$ cat src/rtl/sfx_pkg.sv
// Shared definitions for the sound-effect scheduler.
// Cue ids (index 0 = highest priority), FSM state encoding, the cue ROM entry
// layout {last, dur, note}, and small helpers shared by the scheduler and its ROM.
package sfx_pkg;

  localparam int NUM_CUES = 5;
  localparam int NOTE_W   = 6;
  localparam int DUR_W    = 8;
  localparam int STEP_W   = 4;
  localparam int CUE_W    = 3;

  localparam logic [CUE_W-1:0] CUE_WIN   = 3'd0;
  localparam logic [CUE_W-1:0] CUE_LOSE  = 3'd1;
  localparam logic [CUE_W-1:0] CUE_SCORE = 3'd2;
  localparam logic [CUE_W-1:0] CUE_LIFE  = 3'd3;
  localparam logic [CUE_W-1:0] CUE_CLICK = 3'd4;
  localparam logic [CUE_W-1:0] CUE_NONE  = 3'd7;

  localparam logic [NOTE_W-1:0] NOTE_REST = '0;

  typedef struct packed {
    logic              last;
    logic [DUR_W-1:0]  dur;
    logic [NOTE_W-1:0] note;
  } rom_entry_t;

  typedef enum logic [1:0] {
    ST_IDLE = 2'd0,
    ST_LOAD = 2'd1,
    ST_PLAY = 2'd2
  } state_e;

  function automatic rom_entry_t mk_entry(input logic l, input logic [DUR_W-1:0] d,
                                          input logic [NOTE_W-1:0] n);
    rom_entry_t e;
    e.last = l;
    e.dur  = d;
    e.note = n;
    return e;
  endfunction

  // Index of the lowest set bit (highest priority), CUE_NONE when empty.
  function automatic logic [CUE_W-1:0] lowest_set(input logic [NUM_CUES-1:0] v);
    logic [CUE_W-1:0] r;
    r = CUE_NONE;
    for (int i = NUM_CUES - 1; i >= 0; i--) begin
      if (v[i]) r = CUE_W'(i);
    end
    return r;
  endfunction

endpackage

$ cat src/rtl/sfx_scheduler_if.sv
// Bus between the game logic (master) and the sound-effect scheduler (slave).
//  tick       note-time strobe        enabled    sound enable
//  req        per-cue event levels    note       note code to tone generator
//  busy       cue in LOAD/PLAY        active_cue playing cue id, 7 when idle
//  cue_done   last-note expiry pulse  cue_abort  preemption pulse
interface sfx_scheduler_if;
  import sfx_pkg::*;

  logic                tick;
  logic                enabled;
  logic [NUM_CUES-1:0] req;
  logic [NOTE_W-1:0]   note;
  logic                busy;
  logic [CUE_W-1:0]    active_cue;
  logic                cue_done;
  logic                cue_abort;

  modport master (output tick, enabled, req,
                  input  note, busy, active_cue, cue_done, cue_abort);
  modport slave  (input  tick, enabled, req,
                  output note, busy, active_cue, cue_done, cue_abort);
endinterface

$ cat src/rtl/sfx_cue_rom.sv
// Registered cue table lookup, address {cue_id, step}, one clock of latency.
//  clk, reset  clock and asynchronous active-high reset
//  cue_id      cue being sequenced
//  step        note index within the cue
//  entry       {last, dur, note} for the address presented on the previous clock
// TEST_ROM swaps the click table for a short one containing a zero-duration note.
module sfx_cue_rom
  import sfx_pkg::*;
#(
  parameter bit TEST_ROM = 1'b0
) (
  input  logic              clk,
  input  logic              reset,
  input  logic [CUE_W-1:0]  cue_id,
  input  logic [STEP_W-1:0] step,
  output rom_entry_t        entry
);

  function automatic rom_entry_t lookup(input logic [CUE_W-1:0] c, input logic [STEP_W-1:0] s);
    rom_entry_t e;
    e = mk_entry(1'b1, 8'd1, NOTE_REST);
    case (c)
      CUE_WIN: case (s)
        4'd0:  e = mk_entry(1'b0, 8'd8, 6'd15);
        4'd1:  e = mk_entry(1'b0, 8'd8, 6'd17);
        4'd2:  e = mk_entry(1'b0, 8'd8, 6'd19);
        4'd3:  e = mk_entry(1'b0, 8'd8, 6'd20);
        4'd4:  e = mk_entry(1'b0, 8'd8, 6'd22);
        4'd5:  e = mk_entry(1'b0, 8'd8, 6'd24);
        4'd6:  e = mk_entry(1'b0, 8'd8, 6'd26);
        4'd7:  e = mk_entry(1'b0, 8'd8, 6'd27);
        4'd8:  e = mk_entry(1'b0, 8'd8, 6'd29);
        4'd9:  e = mk_entry(1'b0, 8'd8, 6'd31);
        4'd10: e = mk_entry(1'b0, 8'd8, 6'd34);
        4'd11: e = mk_entry(1'b1, 8'd8, 6'd39);
        default: ;
      endcase
      CUE_LOSE: case (s)
        4'd0: e = mk_entry(1'b0, 8'd20, 6'd24);
        4'd1: e = mk_entry(1'b0, 8'd20, 6'd22);
        4'd2: e = mk_entry(1'b0, 8'd20, 6'd20);
        4'd3: e = mk_entry(1'b0, 8'd20, 6'd19);
        4'd4: e = mk_entry(1'b0, 8'd20, 6'd17);
        4'd5: e = mk_entry(1'b1, 8'd20, 6'd15);
        default: ;
      endcase
      CUE_SCORE: case (s)
        4'd0: e = mk_entry(1'b0, 8'd30, 6'd15);
        4'd1: e = mk_entry(1'b0, 8'd30, 6'd22);
        4'd2: e = mk_entry(1'b0, 8'd30, 6'd19);
        4'd3: e = mk_entry(1'b1, 8'd30, 6'd25);
        default: ;
      endcase
      CUE_LIFE: case (s)
        4'd0: e = mk_entry(1'b0, 8'd15, 6'd36);
        4'd1: e = mk_entry(1'b0, 8'd15, 6'd34);
        4'd2: e = mk_entry(1'b0, 8'd15, 6'd31);
        4'd3: e = mk_entry(1'b0, 8'd15, 6'd29);
        4'd4: e = mk_entry(1'b0, 8'd15, 6'd27);
        4'd5: e = mk_entry(1'b1, 8'd15, 6'd24);
        default: ;
      endcase
      CUE_CLICK: begin
        if (TEST_ROM) begin
          case (s)
            4'd0: e = mk_entry(1'b0, 8'd0, 6'd15);
            4'd1: e = mk_entry(1'b1, 8'd2, 6'd16);
            default: ;
          endcase
        end else begin
          case (s)
            4'd0: e = mk_entry(1'b0, 8'd30, 6'd15);
            4'd1: e = mk_entry(1'b0, 8'd20, 6'd16);
            4'd2: e = mk_entry(1'b0, 8'd20, 6'd17);
            4'd3: e = mk_entry(1'b1, 8'd30, 6'd19);
            default: ;
          endcase
        end
      end
      default: ;
    endcase
    return e;
  endfunction

  rom_entry_t entry_d;

  // The final step index is always terminal so the step counter can never wrap.
  always_comb begin
    entry_d = lookup(cue_id, step);
    if (&step) entry_d.last = 1'b1;
  end

  always_ff @(posedge clk or posedge reset) begin
    if (reset) entry <= '0;
    else       entry <= entry_d;
  end

endmodule

$ cat src/rtl/sfx_scheduler.sv
// Sound-effect scheduler: arbitrates cue requests onto one buzzer and sequences
// the granted cue's notes from the cue ROM.
//  clk, reset  clock and asynchronous active-high reset
//  bus         slave side of sfx_scheduler_if (tick, enabled, req in;
//              note, busy, active_cue, cue_done, cue_abort out)
// Cues in PREEMPT_MASK abort a lower-priority active cue on the next tick; all
// other requests wait in a one-flag-per-cue pending register.
module sfx_scheduler
  import sfx_pkg::*;
#(
  parameter logic [NUM_CUES-1:0] PREEMPT_MASK = 5'b00011,
  parameter bit                  TEST_ROM     = 1'b0
) (
  input  logic            clk,
  input  logic            reset,
  sfx_scheduler_if.slave  bus
);

  state_e              state_q, state_d;
  logic [NUM_CUES-1:0] prev_req_q;
  logic [NUM_CUES-1:0] pending_q, pending_d;
  logic [NUM_CUES-1:0] req_rise, grant;
  logic [STEP_W-1:0]   step_q, step_d;
  logic [CUE_W-1:0]    cue_q, cue_d;
  logic [NOTE_W-1:0]   note_q, note_d;
  logic [DUR_W-1:0]    dur_q, dur_d;
  logic                last_q, last_d;
  logic                done_q, done_d;
  logic                abort_q, abort_d;
  logic [CUE_W-1:0]    winner, pre_winner;
  logic                preempt;
  rom_entry_t          rom_q;

  // The ROM is addressed with the next cue/step so its registered output is
  // valid for the current cue/step while the FSM sits in LOAD.
  sfx_cue_rom #(.TEST_ROM(TEST_ROM)) u_rom (
    .clk    (clk),
    .reset  (reset),
    .cue_id (cue_d),
    .step   (step_d),
    .entry  (rom_q)
  );

  assign req_rise   = bus.req & ~prev_req_q;
  assign winner     = lowest_set(pending_q);
  assign pre_winner = lowest_set(pending_q & PREEMPT_MASK);
  assign preempt    = (pre_winner != CUE_NONE) && (pre_winner < cue_q);

  always_comb begin
    state_d   = state_q;
    step_d    = step_q;
    cue_d     = cue_q;
    note_d    = note_q;
    dur_d     = dur_q;
    last_d    = last_q;
    done_d    = 1'b0;
    abort_d   = 1'b0;
    grant     = '0;
    pending_d = '0;
    if (!bus.enabled) begin
      // Silent flush: no done/abort pulse, queued requests discarded.
      state_d = ST_IDLE;
      cue_d   = CUE_NONE;
      step_d  = '0;
      note_d  = NOTE_REST;
      dur_d   = '0;
      last_d  = 1'b0;
    end else begin
      case (state_q)
        ST_IDLE: begin
          if (bus.tick && |pending_q) begin
            state_d = ST_LOAD;
            cue_d   = winner;
            step_d  = '0;
            grant   = NUM_CUES'(1) << winner;
          end
        end
        ST_LOAD: begin
          if (bus.tick && preempt) begin
            abort_d = 1'b1;
            cue_d   = pre_winner;
            step_d  = '0;
            grant   = NUM_CUES'(1) << pre_winner;
          end else begin
            state_d = ST_PLAY;
            note_d  = rom_q.note;
            dur_d   = (rom_q.dur == '0) ? DUR_W'(1) : rom_q.dur;
            last_d  = rom_q.last;
          end
        end
        ST_PLAY: begin
          if (bus.tick) begin
            // Final-note expiry wins over a preempt on the same tick.
            if (dur_q == DUR_W'(1) && last_q) begin
              state_d = ST_IDLE;
              note_d  = NOTE_REST;
              done_d  = 1'b1;
              cue_d   = CUE_NONE;
              step_d  = '0;
            end else if (preempt) begin
              state_d = ST_LOAD;
              abort_d = 1'b1;
              cue_d   = pre_winner;
              step_d  = '0;
              grant   = NUM_CUES'(1) << pre_winner;
            end else if (dur_q == DUR_W'(1)) begin
              state_d = ST_LOAD;
              step_d  = step_q + STEP_W'(1);
            end else begin
              dur_d = dur_q - DUR_W'(1);
            end
          end
        end
        default: state_d = ST_IDLE;
      endcase
      // A fresh edge in the grant cycle keeps its pending bit set.
      pending_d = (pending_q & ~grant) | req_rise;
    end
  end

  always_ff @(posedge clk or posedge reset) begin
    if (reset) begin
      state_q    <= ST_IDLE;
      prev_req_q <= '1;
      pending_q  <= '0;
      step_q     <= '0;
      cue_q      <= CUE_NONE;
      note_q     <= NOTE_REST;
      dur_q      <= '0;
      last_q     <= 1'b0;
      done_q     <= 1'b0;
      abort_q    <= 1'b0;
    end else begin
      state_q    <= state_d;
      prev_req_q <= bus.req;
      pending_q  <= pending_d;
      step_q     <= step_d;
      cue_q      <= cue_d;
      note_q     <= note_d;
      dur_q      <= dur_d;
      last_q     <= last_d;
      done_q     <= done_d;
      abort_q    <= abort_d;
    end
  end

  assign bus.note       = note_q;
  assign bus.busy       = (state_q != ST_IDLE);
  assign bus.active_cue = cue_q;
  assign bus.cue_done   = done_q;
  assign bus.cue_abort  = abort_q;

endmodule

$ cat src/flat_wrapper.sv
// flat-port wrapper written by rule: the top's interface ports become plain ports
module sfx_scheduler_flat import sfx_pkg::*;
#(
  parameter logic [NUM_CUES-1:0] PREEMPT_MASK = 5'b00011,
  parameter bit                  TEST_ROM     = 1'b0
)
  (clk, reset, bus_tick, bus_enabled, bus_req, bus_note, bus_busy, bus_active_cue, bus_cue_done, bus_cue_abort);
  sfx_scheduler_if bus_i ();
  input  logic clk;
  input  logic reset;
  input wire logic [$bits(bus_i.tick)-1:0] bus_tick;
  input wire logic [$bits(bus_i.enabled)-1:0] bus_enabled;
  input wire logic [$bits(bus_i.req)-1:0] bus_req;
  output wire logic [$bits(bus_i.note)-1:0] bus_note;
  output wire logic [$bits(bus_i.busy)-1:0] bus_busy;
  output wire logic [$bits(bus_i.active_cue)-1:0] bus_active_cue;
  output wire logic [$bits(bus_i.cue_done)-1:0] bus_cue_done;
  output wire logic [$bits(bus_i.cue_abort)-1:0] bus_cue_abort;
  assign bus_i.tick = bus_tick;
  assign bus_i.enabled = bus_enabled;
  assign bus_i.req = bus_req;
  assign bus_note = bus_i.note;
  assign bus_busy = bus_i.busy;
  assign bus_active_cue = bus_i.active_cue;
  assign bus_cue_done = bus_i.cue_done;
  assign bus_cue_abort = bus_i.cue_abort;
  sfx_scheduler #(.PREEMPT_MASK(PREEMPT_MASK), .TEST_ROM(TEST_ROM)) u_core (.clk(clk), .reset(reset), .bus(bus_i));
endmodule
$ cat config.mk
export PLATFORM = sky130hd
export DESIGN_NAME = sfx_scheduler_flat
export DESIGN_NICKNAME = d
export VERILOG_FILES = /design/src/rtl/sfx_pkg.sv /design/src/rtl/sfx_scheduler_if.sv /design/src/rtl/sfx_cue_rom.sv /design/src/rtl/sfx_scheduler.sv /design/src/flat_wrapper.sv
export SDC_FILE = /design/constraint.sdc
export NUM_CORES = 1
export LEC_CHECK = 0
export ABC_AREA = 0
export ABC_CLOCK_PERIOD_IN_PS = 3000
export CAP_MARGIN = 5
export CORE_ASPECT_RATIO = 1.1
export CORE_MARGIN = 5
export CORE_UTILIZATION = 45
export DETAILED_ROUTE_END_ITERATION = 7
export PLACE_DENSITY = 0.66
export SLEW_MARGIN = 5
export SYNTH_ARGS = -nofsm -noshare
export SYNTH_HDL_FRONTEND = slang
export SYNTH_HIERARCHICAL = 1
export SYNTH_SLANG_ARGS = --single-unit
$ cat constraint.sdc
create_clock -name clk -period 3 [get_ports clk]
set_input_delay 0.75 -clock clk [delete_from_list [all_inputs] [get_ports clk]]
set_output_delay 0.75 -clock clk [all_outputs]
set_load 0.01 [all_outputs]
==> summary.md <==
| Metric | Value |
|---|---|
| Area of the multi-input gates | `1850 sq um` |
| Total chip power | `3.11 mW` |
| Total GRT Usage | `between 10% and 20%` |
| Netlist cell types | `64` |
| Largest net degree at the start of global routing | `37` |
| Highest ir drop seen on vdd | `between 0.0003 and 0.0004 V` |
| Destination of the worst register-to-register timing path | `u_core/u_rom/entry[1]$_DFF_PP0_` |
| Run status | `completed` |
| Critical Path RT | `3.20 ns` |
| Layout fillers | `634` |
| Synth Flop Type | `sky130_fd_sc_hd__dfrtp_1` |
| DR vias | `3084` |
| First-pass GRT wire length | `between 10000 and 15000 um` |
| Post-route worst hold slack | `0.468 ns` |
| CP Max Fanout | `6` |
| TritonCTS clock tree | `yes` |
| I/O pin count | `21` |
| Maximum frequency from static timing analysis | `0.348 GHz` |
| Number of global-route vias before repair | `2999` |
| Part of the Yosys area used for sequential elements | `between 30% and 40%` |
| Maximum number of buffers from clock root to sink | `2` |
| Category of the worst setup path launch point | `flip-flop` |
| X dimension of the die | `approximately 90 um` |
| CTS root buffer | `sky130_fd_sc_hd__clkbuf_8` |
| Reg2reg path depth | `10` |
| Cells after Synth | `371` |
| Clk Latency, worst-skew pair | `0.30 ns` |
| Endpoint arrival time on the critical path | `3.08 ns` |
| Minimum clock period | `2.87 ns` |
| Average footprint of a synthesized cell | `8.60 sq um` |
| Routed length per placed instance | `16.6 um` |
| H-Tree Depth | `2` |
| Register bit count reported by yosys | `48` |
| Starting utilization of the core area | `45.8%` |
| DIE AREA | `8870 sq um` |
| Layout overhead on the synthesized area | `26.5%` |
| Initial antenna violation count | `0` |
| Capturing element type of the critical path | `flip-flop` |
| I/O Buffers | `20` |
| Hold-critical path depth | `1` |
| Final Cycle Share | `between 90% and 100%` |
| Portion of synthesized cell area occupied by the leading cell type | `between 30% and 40%` |
| Initial DRT Pass Iterations | `5` |
| Std-Cell Core Area | `6970 sq um` |
| Launch instance of the worst min-delay path | `u_core/u_rom/entry[2]$_DFF_PP0_` |
| Placement row count | `32` |
| Worst r2r src | `u_core/bus.active_cue[1]$_DFF_PP1_` |
| Final Core Density | `57.9%` |
| Post-synth EDFFs | `0` |
| Total of warnings raised by yosys | `6` |
| Number of antenna repair diodes | `0` |
| Largest cells by area after synthesis | `sky130_fd_sc_hd__dfrtp_1, sky130_fd_sc_hd__dfstp_2, sky130_fd_sc_hd__o21ai_0, sky130_fd_sc_hd__a21oi_1, sky130_fd_sc_hd__ha_1` |
| Leading cell type by number of instances after synthesis | `sky130_fd_sc_hd__dfrtp_1` |
| Hold-critical path endpoint | `u_core/bus.note[2]$_DFFE_PP0P_` |
| Routability congestion estimate | `between 0.9 and 1` |
| Final Skew | `slightly above 0.008 ns` |
| Final hold vios | `0` |
| Number of hold buffers added after CTS | `0` |
| Number of setup violations in the final report | `0` |
| Half-perimeter wire length after detailed placement | `6330 um` |
| Number of clock sinks seen by CTS | `48` |
| Classification of the worst-slack hold path | `flip-flop to flip-flop` |
| Leak | `between 1.5 and 2 nW` |
| Async S/R FF share, synth | `100%` |
| Detailed Route Iter0 Violations | `245` |
| Number of design rule violations left after detail routing | `0` |
| DRT antenna net count | `0` |
| Detailed-route vias per instance | `between 5 and 6` |
| Pwr dens | `772 nW/um^2` |
| Height of the chip | `~100 um` |
| Share of layout cells above drive strength 1 | `23.6%` |
| List of most frequent post-synthesis cells | `sky130_fd_sc_hd__dfrtp_1, sky130_fd_sc_hd__o21ai_0, sky130_fd_sc_hd__a21oi_1` |
| Total cell area at the placement stage | `3850 sq um` |
| WS Path Type | `flip-flop to flip-flop` |
| Final cell area excluding filler cells | `slightly above 4000 sq um` |
| Total overflow reported by the global router | `0` |
| Register clock-pin slew on the reported worst setup and hold paths | `around 0.09 ns` |
| MaxCap Viol Count | `0` |
| Cell Area, Synth | `3190 sq um` |
| Register-to-register path setup slack | `0.13 ns` |
| Final net count | `roughly 450` |
| CTS buffer count | `5` |
| Max-slew violation count | `0` |
| Largest area contributor in the netlist | `sky130_fd_sc_hd__dfrtp_1` |
| Final routed wirelength across all metal layers | `between 8000 and 9000 um` |
| Flip-flop and latch area | `1210 sq um` |
state kept, by name, summed over array words and instances (netlist names), 2 cells and up:
| register | count |
|---|---|
| u_core/prev_req_q | 5 |
| u_core/step_q | 4 |
| u_core/bus.note | 6 |
| u_core/bus.active_cue | 3 |
| u_core/pending_q | 5 |
| u_core/dur_q | 8 |
| u_core/state_q | 2 |
| u_core/u_rom/entry | 12 |
worst max path at each step:
stage | from | to | slack, ns
2_1_floorplan | u_core/state_q[0]$_DFFE_PP0P_ | u_core/u_rom/entry[1]$_DFF_PP0_ | 0.19
3_3_place_gp | bus_tick | u_core/u_rom/entry[2]$_DFF_PP0_ | -0.21
3_5_place_dp | bus_tick | u_core/u_rom/entry[9]$_DFF_PP0_ | -0.28
4_1_cts | u_core/state_q[0]$_DFFE_PP0P_ | u_core/u_rom/entry[2]$_DFF_PP0_ | 0.004
5_1_grt | u_core/pending_q[1]$_DFF_PP0_ | u_core/u_rom/entry[2]$_DFF_PP0_ | -0.04
6_report | u_core/bus.active_cue[1]$_DFF_PP1_ | u_core/u_rom/entry[1]$_DFF_PP0_ | 0.13
cells by family after synthesis:
kind of cell / synth area share [%]
compound gates: 29.1
xor+xnor: 1.10
fa+ha+maj: 3.14
buf+inv: 6.43
flops: 38.0
mux: 1.26
other cells: 0.118
simple gates: 20.9
layout by cell type (no fill, tap or decap), types with 5 or more instances in the layout:
master and count:
sky130_fd_sc_hd__buf_4 62, sky130_fd_sc_hd__dfrtp_1 40, sky130_fd_sc_hd__o21ai_0 34, sky130_fd_sc_hd__nand2_1 26, sky130_fd_sc_hd__a21oi_1 26, sky130_fd_sc_hd__nor2_1 22
sky130_fd_sc_hd__clkdlybuf4s50_1 19, sky130_fd_sc_hd__inv_1 17, sky130_fd_sc_hd__nor3_1 10, sky130_fd_sc_hd__nand2b_1 9, sky130_fd_sc_hd__a31oi_1 9, sky130_fd_sc_hd__dfstp_2 8
sky130_fd_sc_hd__nand3_1 7, sky130_fd_sc_hd__nor4_1 7, sky130_fd_sc_hd__ha_1 7, sky130_fd_sc_hd__nor2b_1 6, sky130_fd_sc_hd__nand4_1 6, sky130_fd_sc_hd__a211oi_1 6
sky130_fd_sc_hd__a22o_1 6, sky130_fd_sc_hd__clkbuf_8 5
metal layers:
metal / wire, um / track usage (%)
met5: 0 / 0
met4: 255 / 7.90
met3: 324 / 2.31
met2: 4160 / 31.9
met1: 3900 / 26.1
metrics by stage:
step                cells  setup TNS (ns)  setup slack (ns)
finish                522               0             0.127
global route          522         -0.0667           -0.0448
CTS                   518               0           0.00399
detailed placement    510           -2.67            -0.277
global placement      510           -1.73            -0.208
floorplan             373               0             0.187
timing repair:
action	in CTS	in global routing
buffers inserted	0	4
resized for setup	0	18
endpoints found under the setup margin	0	12
area by class of cell:
| class | instances | share of cell area (%) |
|---|---|---|
| Multi-Input combinational cell | 279 | 45.8 |
| Sequential cell | 48 | 30.0 |
| Timing Repair Buffer | 85 | 17.8 |
| Tap cell | 85 | 2.64 |
| Clock buffer | 6 | 1.80 |
| Inverter | 17 | 1.58 |
| Clock inverter | 2 | 0.310 |
worst max-delay path, cell delays in order (launching register included):
cell                       delay (ns)
sky130_fd_sc_hd__dfstp_2         0.41
sky130_fd_sc_hd__o31ai_1         0.44
sky130_fd_sc_hd__nand2_1         0.24
sky130_fd_sc_hd__o221ai_1        0.35
sky130_fd_sc_hd__a21oi_2         0.08
sky130_fd_sc_hd__a211oi_2        0.24
sky130_fd_sc_hd__buf_4           0.18
sky130_fd_sc_hd__xnor2_1         0.08
sky130_fd_sc_hd__or4_1           0.47
sky130_fd_sc_hd__a31o_1          0.22
sky130_fd_sc_hd__o311ai_1        0.07
report_power, final:
part	total [mW]	internal (mW)	switching [mW]	leakage, nW
Sequential	0.993	0.829	0.164	0.612
Clock	0.387	0.163	0.224	0.0412
Combinational	1.73	0.808	0.926	1.07
Power figures use the tool's default switching activity.
